$ cat src/rtl/patch_loader_pkg.sv
// Shared accelerator definitions for the patch loader: FSM encoding, patch size, counter width.
package patch_loader_pkg;

  localparam int PL_NWORDS = 32;
  localparam int CNT_W     = 5;
  localparam logic [CNT_W-1:0] LAST_IDX = CNT_W'(PL_NWORDS - 1);

  typedef enum logic [1:0] {
    IDLE = 2'd0,
    LOAD = 2'd1,
    FULL = 2'd2
  } pl_state_t;

endpackage

$ cat src/rtl/patch_buf.sv
// Patch storage: NWORDS x DW registers with a single write port and a flat read-out.
module patch_buf #(
  parameter int DW     = 8,
  parameter int NWORDS = 32,
  parameter int IW     = 5
) (
  input  logic                 clk,
  input  logic                 rst_n,
  input  logic                 wr_en,
  input  logic [IW-1:0]        wr_idx,
  input  logic [DW-1:0]        wr_data,
  output logic [NWORDS*DW-1:0] rd_data
);

  logic [DW-1:0] words [NWORDS];

  always_ff @(posedge clk or negedge rst_n) begin
    if (!rst_n) begin
      for (int i = 0; i < NWORDS; i++) begin
        words[i] <= '0;
      end
    end else if (wr_en) begin
      words[wr_idx] <= wr_data;
    end
  end

  for (genvar k = 0; k < NWORDS; k++) begin : g_flat
    assign rd_data[k*DW +: DW] = words[k];
  end

endmodule

$ cat src/rtl/patch_loader.sv
// Collects 32 literal words from an upstream stream into one patch and hands it downstream.
module patch_loader
  import patch_loader_pkg::*;
#(
  parameter int DW     = 8,
  parameter int NWORDS = PL_NWORDS
) (
  input  logic                 clk,
  input  logic                 rst_n,
  input  logic                 start,
  input  logic                 abort,
  input  logic                 s_valid,
  input  logic [DW-1:0]        s_data,
  output logic                 s_ready,
  output logic                 patch_valid,
  input  logic                 patch_ready,
  output logic [NWORDS*DW-1:0] patch_data,
  output logic [CNT_W-1:0]     load_cnt,
  output logic                 busy,
  output logic                 load_done
);

  pl_state_t state, state_nxt;
  logic      wr_en;
  logic      last_word;
  logic      handoff;

  always_ff @(posedge clk or negedge rst_n) begin
    if (!rst_n) begin
      state <= IDLE;
    end else begin
      state <= state_nxt;
    end
  end

  assign last_word = (load_cnt == LAST_IDX);
  assign handoff   = (state == FULL) && patch_ready;

  always_comb begin
    state_nxt = state;
    if (abort) begin
      state_nxt = IDLE;
    end else begin
      case (state)
        IDLE: if (start) state_nxt = LOAD;
        LOAD: if (s_valid && last_word) state_nxt = FULL;
        FULL: if (patch_ready) state_nxt = start ? LOAD : IDLE;
        default: state_nxt = IDLE;
      endcase
    end
  end

  // s_ready is a pure state decode; abort suppresses the write itself instead.
  always_comb begin
    s_ready     = (state == LOAD);
    patch_valid = (state == FULL);
    busy        = (state != IDLE);
    wr_en       = (state == LOAD) && s_valid && !abort;
    load_done   = wr_en && last_word;
  end

  // The count saturates at the last index so FULL reports 31 until handoff clears it.
  always_ff @(posedge clk or negedge rst_n) begin
    if (!rst_n) begin
      load_cnt <= '0;
    end else if (abort) begin
      load_cnt <= '0;
    end else if ((state == IDLE) && start) begin
      load_cnt <= '0;
    end else if (wr_en && !last_word) begin
      load_cnt <= load_cnt + 1'b1;
    end else if (handoff) begin
      load_cnt <= '0;
    end
  end

  patch_buf #(
    .DW     (DW),
    .NWORDS (NWORDS),
    .IW     (CNT_W)
  ) u_buf (
    .clk     (clk),
    .rst_n   (rst_n),
    .wr_en   (wr_en),
    .wr_idx  (load_cnt),
    .wr_data (s_data),
    .rd_data (patch_data)
  );

endmodule

$ cat config.mk
export PLATFORM = sky130hd
export DESIGN_NAME = patch_loader
export DESIGN_NICKNAME = d
export VERILOG_FILES = /design/src/rtl/patch_loader_pkg.sv /design/src/rtl/patch_buf.sv /design/src/rtl/patch_loader.sv
export SDC_FILE = /design/constraint.sdc
export NUM_CORES = 1
export LEC_CHECK = 0
export CAP_MARGIN = 0
export CORE_AREA = 2 2 152 154
export CTS_CLUSTER_DIAMETER = 80
export CTS_CLUSTER_SIZE = 30
export DETAILED_ROUTE_END_ITERATION = 6
export DIE_AREA = 0 0 154 156
export PLACE_DENSITY = 0.9
export SLEW_MARGIN = 0
export SYNTH_ARGS = -nofsm -noshare
export SYNTH_HDL_FRONTEND = slang
export SYNTH_SLANG_ARGS = --single-unit
$ cat constraint.sdc
create_clock -name clk -period 2.3 [get_ports clk]
set_input_delay 0.575 -clock clk [delete_from_list [all_inputs] [get_ports clk]]
set_output_delay 0.575 -clock clk [all_outputs]
set_load 0.05 [all_outputs]
# Word-level counts from Yosys, hierarchy flattened
# Cells that the tools add are included.
classes:
  n_addsub: 1
  n_lt_le_gt_ge: 2
  n_eq_ne: 6
  mux: 13
  bitwise_logic: 1
  n_reduce_logical: 14
ops:
  columns: ["cell", "n"]
  rows:
  - ["bitwise mux 256 bit", 1]
  - ["demux 8 bit (select 5 bit)", 1]
  - ["two-way mux 5 bit", 4]
  - ["logical AND 1 bit", 8]
  - ["two-way mux 2 bit", 4]
  - ["two-way mux 8 bit", 1]
  - ["greater-or-equal comparator 6 bit, second input constant", 1]
  - ["< comparator 6 x 1 -> 1 bit, second input constant", 1]
  - ["!= test 3 x 2 -> 1 bit, second input constant", 2]
  - ["NOT 5 -> 6 bit", 1]
  - ["one-hot mux 2 bit (3 select lines)", 1]
  - ["adder 5 x 1 -> 5 bit, second input constant", 1]
  - ["== test 5 bit, second input constant", 1]
  - ["nonzero test 4 bit", 1]
  - ["!= test 3 bit, second input constant", 1]
  - ["AND reduction 3 bit", 1]
  - ["== test 2 x 1 -> 1 bit, second input constant", 1]
  - ["== test 2 bit, second input constant", 1]
  - ["zero test 1 bit", 2]
  - ["zero test 2 bit", 1]
  - ["nonzero test 2 bit", 1]
  - ["two-way mux 1 bit", 1]
totals:
  regBits: 263
  inputBits: 14
  output_inout_bits: 265
  elab_cells: 71

# Longest topological paths before layout
# Gate-level depths: netlist of the first run.
depth:
  word_depth: 7
  mapped_depth: 7

# By module
# Synthesis of the first run repeated with hierarchy kept, for this count alone.
unflattened:
  cells_unflattened: 637
  hier_area_um2: 10132.2
modules_own_cells:
  columns: ["module", "n_inst", "cells_per_inst", "area_per_inst_um2", "seq_area_each_um2"]
  rows:
  - ["patch_buf", 1, 594, 9719.3, 6406.1]
  - ["patch_loader", 1, 43, 412.9, 175.2]

# Worst setup path after synthesis of the first run
# Ideal clock, no wire load.
synth_timing:
  path_kind: "reg2out"
  start: "register load_cnt[1]"
  end: "output load_done"
  t_arrival_ps: 2324
  t_required_ps: 1725
  slack_ps: -599
  stages_incl_launch_ff: 7
  path_cell_list: "dfrtp_1 > ha_1 > buf_6 > and3_1 > ha_1 > nand3_1 > nor2_1"
synth_via:
  elab_chain_cells: 2
synth_rtl:
  columns: ["element", "line_no", "source"]
  rows:
  - ["start: declaration", "patch_loader.sv:18", "output logic [CNT_W-1:0] load_cnt,"]
  - ["start signal: assignment", "patch_loader.sv:71", "load_cnt <= load_cnt + 1'b1;"]
  - ["== test 5 bit", "patch_loader.sv:36", "assign last_word = (load_cnt == LAST_IDX);"]
  - ["logical AND 1 bit", "patch_loader.sv:59", "load_done = wr_en && last_word;"]
  - ["end: declaration", "patch_loader.sv:20", "output logic load_done"]
# No other way between the ends.

# Final worst setup path of the first run
layout_timing:
  start: "register load_cnt[0]"
  end: "output load_done"
# Same word-level chain as after synthesis.

==> results of run 1 <==
-- power breakdown --
part           internal [mW]  switching (mW)
sequential              4.69          0.0373
clock                   1.41            1.60
combinational          0.248           0.560
total                   6.35            2.19
-- registers in the layout (all words and copies together) (netlist names) --
| register | count |
|---|---|
| load_cnt | 5 |
| u_buf.rd_data | 256 |
| state | 2 |
-- area by class of cell --
type / instances / area share [%]
inverter: 4 / 0.102
tap: 285 / 2.42
multi-input combinational: 331 / 26.4
timing repair buffer: 316 / 23.0
clock buffer: 16 / 2.64
sequential: 263 / 44.7
clock inverter: 7 / 0.730
-- critical path, delay by kind of cell, from the launching register on --
family	cells	cell delay, ps
buffers and inverters	1	140
adder cells (fa/ha/maj)	2	290
flip-flops	1	430
AND/OR/NAND/NOR	3	380
-- through the flow --
stage	util, %	cells	worst slack (ps)
after floorplan	-	638	18.9
after global placement	62.4	1195	-50.5
after detailed placement	62.4	1195	-87.0
after CTS	64.7	1220	-62.8
after global routing	65.9	1222	-69.8
final	65.9	1222	-2.23
-- placed cells by master, fill, tap and decap left out, types with 2 or more instances in the layout --
cell,count
mux2_4,22
inv_12,2
mux2_2,229
clkbuf_16,15
a221o_1,2
dfrtp_1,259
dfrtp_2,4
a21oi_1,2
nor2b_1,2
and3b_1,3
nand3_1,2
ha_1,3
a22o_1,2
nand3_2,12
nand3_4,21
dlygate4sd2_1,20
inv_1,4
buf_12,9
ha_4,2
dlymetal6s2s_1,97
buf_4,36
clkdlybuf4s50_1,153
nor3b_2,2
nor2_1,2
mux2_1,5
-- kinds of logic (layout without fill, tap and decap cells) --
family                     count (synthesis)  after routing  share of synthesized area, %
adders and majority gates                  5              5                         0.576
muxes                                    256            256                          27.3
and+or+nand+nor                           60             60                          6.46
AOI/OAI and AO/OA                         10             10                         0.967
DFF                                      263            263                          60.6
buffers and inverters                     44            343                          4.13
-- repair_timing --
item,CTS,global route
hold buffers,0,0
setup endpoints to repair,21,98
resized for setup,24,97
pin swaps,2,0
setup buffers,2,2
-- metal layers --
metal,vias to the layer above,part of all wire (%),global-route usage (%)
met5,-,0,0
met4,0,2.3,6.28
met3,37,6.6,6.14
met2,213,51,40.3
met1,3424,40,28.6
li1,2861,-,-
-- path summary, 6_finish.rpt --
kind                                  start            endpoint  depth (start not counted)
max reg2reg                     load_cnt[0]   u_buf.rd_data[50]                          7
min                                   rst_n  u_buf.rd_data[171]                          1
max                             load_cnt[0]           load_done                          6
max in group asynchronous             rst_n   u_buf.rd_data[68]                          2
min reg2reg                u_buf.rd_data[1]    u_buf.rd_data[1]                          1
min in group clk           u_buf.rd_data[1]    u_buf.rd_data[1]                          1
==> metrics.md, run 1 <==
| Metric | Value |
|---|---|
| Critical Path RT | 1730 ps |
| Fin. max-slew vios | 0 |
| Netlist cell types | 41 |
| DRT Pass-1 Iters | 4 |
| Startpoint class of the critical path | register |
| Max IR drop VDD | between 0.5 and 0.6 mV |
| Crit Path Class | register to primary output |
| Total power | 8.54 mW |
| Final setup violation count | 1 |
| Clk slew on worst S/H paths | 110 ps |
| Chip Width | 154 um |
| Commonest cells in the netlist | dfrtp_1, mux2_2, mux2_4, nand3_4, clkbuf_1 |
| Most frequent cell after synthesis | dfrtp_1 |
| Initial DRC count | about 210 |
| Design Area, Final | roughly 15,000 um^2 |
| Leakage | 8.79 nW |
| Max Clk Rate | 434 MHz |
| Critical-path cell list | ha_4 > and3_4 > ha_4 > nand3_4 > nor2_4 > buf_12 |
| Detailed Route WL | 27,500 um |
| Fillers | 1,496 |
| Async S/R FF share, synth | 100% |
| CTS Root Buffer Type | clkbuf_16 |
| Setup WS post-layout | -2.23 ps |
| CTS tree | yes |
| Grt total ovfl | 0 |
| Syn Inst Count | 638 |
| Ant diodes | 0 |
| Placed Instance Area | 14,000 um^2 |
| Post-route setup TNS | -2.23 ps |
| Critical Path AT | ~1700 ps |
| Initial Util | 48.6% |
| Vias | 6,535 |
| Failing checks | setup timing |
| Vias in the first global route | approximately 7,200 |
| FF-to-FF setup slack | between 300 and 400 ps |
| Clk_lat worst skew | 490 ps |
| Drt drc | 0 |
| DP HPWL | approximately 19,000 um |
| Post-synth top area share | 60.6% |
| Register area | 6590 um^2 |
| IO Port Bufs | 278 |
| Clock sink total | 263 |
| Status | complete, but fails checks |
| Hold Crit Class | input pin to async pin |
| CP Capture Type | primary output |
| Core Area | 22,400 um^2 |
| Slowest stage delay, CP | 430 ps |
| Via/cell ratio | 5.35 |
| Max-cap violation count | 0 |
| Largest net degree at the start of global routing | 63 |
| Yosys warning count | 0 |
| Synthesized Nets | 657 |
| Slowest cell on crit path | dfrtp_2 |
| Post-synth EDFFs | 0 |
| Routability Congestion | 0.772 |
| Sequential-to-total area share from yosys stat | 60.6% |
| Critical Path Fanout Max | 4 |
| Fraction of layout instances using a drive strength above 1 | about two fifths |
| Yosys reg bits | 263 |
| Nets | 949 |
| Mean area per synthesized cell | 17.0 um^2 |
| RSZ-0062 raised after global routing | yes |
| DIE AREA | roughly 24,000 um^2 |
| Final Hold Vio Count | 0 |
| Final worst-path cycle share | 100% |
| Synthesis-to-finish area growth | 35.6% |
| Top post-synthesis cells by area | dfrtp_1, mux2_2, nand3_4 |
| Final Skew | 20.2 ps |
| WHS | between 20 and 30 ps |
| Mapped Area | 10,900 um^2 |
| H-tree depth | 1 |
| Pwr per Cell Area | between 500 and 600 nW/um^2 |
| Main flop type after synthesis | dfrtp_1 |
| TritonCTS buffer count | 14 |
| Boundary pin count | 279 |
| Most frequent CP cell | ha_4 |
| Per-cell routed wire length | 22.5 um |
| GRT Total Usage | 23.1% |
| Multi-input gate area | 3890 um^2 |
| Initial antenna violation count | 0 |
| Die Y-Extent | 156 um |
| Post-layout min period | 2300 ps |
| Max transition margin | roughly three fifths |
| Antenna-violating nets left | 0 |
| Placement row count | 55 |
| Cell accounting for the most synthesized area | dfrtp_1 |
| Worst Tran Pin Value | about 580 ps |
| Max Buffers Root-to-Sink | 3 |
| First-pass GRT wire length | approximately 43,000 um |
Power figures use the tool's default switching activity.
==> inputs of run 2 (changes only) <==
--- a/config.mk
+++ b/config.mk
@@ -7,7 +7,7 @@
 export LEC_CHECK = 0
 export CAP_MARGIN = 0
 export CORE_AREA = 2 2 152 154
-export CTS_CLUSTER_DIAMETER = 80
+export CTS_CLUSTER_DIAMETER = 150
 export CTS_CLUSTER_SIZE = 30
 export DETAILED_ROUTE_END_ITERATION = 6
 export DIE_AREA = 0 0 154 156
==> run 2 against run 1 <==
  * Total power is 6.5% lower
  * The flow still finishes with violations (setup timing)
  * Critical path type unchanged
  * Routed wire length is 0.44% higher
  * Worst setup slack worse by 13 ps
  * Cell count is 0.57% lower
  * Design area is 1.0% lower
  * Sequential share of layout area is 0.47 points higher
  * Global-route usage is 0.087 points lower
==> metrics.md, run 2 (synthesis gave the netlist of run 1 again) <==
| Metric | Value |
|---|---|
| Status | complete, but fails checks |
| Failing checks | setup timing |
| Crit Path Class | register to primary output |
| Most frequent cells in the layout | dfrtp_1, mux2_2, clkdlybuf4s50_1, dlymetal6s2s_1, buf_4 |
| Hold Crit Class | input pin to async pin |
| Max-cap violation count | 0 |
| CTS Root Buffer Type | clkbuf_16 |
| Boundary pin count | 279 |
| Vias in the first global route | 7,118 |
| Startpoint class of the critical path | register |
| Critical Path RT | 1730 ps |
| First-pass GRT wire length | 42,900 um |
| Initial antenna violation count | 0 |
| Commonest non-fill, non-tap cell in the layout | dfrtp_1 |
| Max transition margin | 60.3% |
| CTS tree | yes |
| Initial DRC count | 221 |
| DRT Pass-1 Iters | 4 |
| Nets | 947 |
| Grt total ovfl | 0 |
| IO Port Bufs | about 280 |
| TritonCTS buffer count | 12 |
| Placement row count | 55 |
| Pwr per Cell Area | 548 nW/um^2 |
| Drt drc | 0 |
| Routability Congestion | 0.772 |
| Fin. max-slew vios | 0 |
| Initial Util | 48.6% |
| FF-to-FF setup slack | between 300 and 400 ps |
| Post-route setup TNS | -15.7 ps |
| Die Y-Extent | ~160 um |
| Max Buffers Root-to-Sink | 3 |
| Design Area, Final | about 15,000 um^2 |
| Max IR drop VDD | 0.596 mV |
| Total power | 7.99 mW |
| Largest register FFs | 256 |
| Clk slew on worst S/H paths | 120 ps |
| Final worst-path cycle share | 101% |
| DP HPWL | 18,900 um |
| Clock sink total | about 260 |
| H-tree depth | 1 |
| Final setup violation count | 1 |
| Per-cell routed wire length | 22.8 um |
| Setup WS post-layout | -15.7 ps |
| Clk_lat worst skew | 480 ps |
| Critical Path Fanout Max | 4 |
| Core Area | 22,400 um^2 |
| Largest net degree at the start of global routing | between 60 and 70 |
| GRT Total Usage | a little under a quarter |
| CP Capture Type | primary output |
| Fraction of layout instances using a drive strength above 1 | 39.1% |
| Pre-CTS WS | -87.0 ps |
| RSZ-0062 raised after global routing | yes |
| Detailed Route WL | 27,700 um |
| Final Instance Count excl. Fillers | between 1,000 and 1,500 |
| Top layer in use | met4 |
| WL met1 | 11,100 um |
| Final Hold Vio Count | 0 |
| Critical Path AT | 1740 ps |
| WHS | 19.6 ps |
| Synthesis-to-finish area growth | 34.2% |
| Antenna-violating nets left | 0 |
| CTS Hold Bufs | 0 |
| Post-layout min period | 2320 ps |
| Via/cell ratio | 5.37 |
| Routed wl met3 | 1890 um |
| Final Core Density | between 60% and 70% |
| Final Skew | between 15 and 20 ps |
| Leakage | 8.55 nW |
| Chip Width | 154 um |
| WL met2 | 14,000 um |
| Max Clk Rate | 432 MHz |
| DIE AREA | 24,000 um^2 |
| Ant diodes | 0 |
| Worst Tran Pin Value | 595 ps |
| Placed cell count | 1,195 |
| Vias | between 6,000 and 7,000 |
| Placed Instance Area | ~14,000 um^2 |
## run 2: changes by cell type in the layout (fill, tap and decap cells not counted), sizes merged
cell	delta
dlygate4sd2	-13
clkinv	-2
clkbuf	-1
inv	-3
clkdlybuf4s50	+19
dlymetal6s2s	-6
bufinv	-1
## run 2: worst max-delay path, stage by stage, from the launching register on
cell	delay, ps
dfrtp_2	430
ha_4	140
and3_4	190
ha_4	160
nand3_4	80
nor2_4	110
buf_12	140
## run 2: worst paths after layout
| path | startpoint | endpoint | cells past startpoint |
|---|---|---|---|
| max | load_cnt[0] | load_done | 6 |
| min | rst_n | u_buf.rd_data[208] | 1 |
| max reg2reg | load_cnt[4] | u_buf.rd_data[70] | 4 |
| min reg2reg | u_buf.rd_data[1] | u_buf.rd_data[1] | 1 |
| max in group asynchronous | rst_n | u_buf.rd_data[52] | 2 |
| min in group clk | u_buf.rd_data[1] | u_buf.rd_data[1] | 1 |
## run 2: what timing repair did
item	CTS	global route
cloned	0	0
resized for setup	10	92
endpoints found under the setup margin	8	92
pin swaps	2	0
buffers inserted	2	2
## run 2: layout make-up
cell class | instances | area [um^2]
Clock buffer | 15 | 333
Timing Repair Buffer | 316 | 3390
Tap cell | 285 | 357
Sequential cell | 263 | 6590
Clock inverter | 1 | 8.76
Multi-Input combinational cell | 331 | 3890
Fill cell | 1522 | 7790
Inverter | 4 | 15.0
## run 2: layer usage
| metal | up-vias | GRT usage [%] |
|---|---|---|
| met4 | 0 | 5.38 |
| met2 | 204 | 40.6 |
| met3 | 39 | 6.28 |
| li1 | 2841 | - |
| met1 | 3438 | 28.3 |
| met5 | - | 0 |
## run 2: where the power goes
group          total [mW]  internal [mW]  switching [mW]  leakage, nW
combinational       0.809          0.247           0.561         4.73
clock                2.45           1.04            1.41        0.167
sequential           4.73           4.69          0.0370         3.64
total                7.99           5.98            2.01         8.55
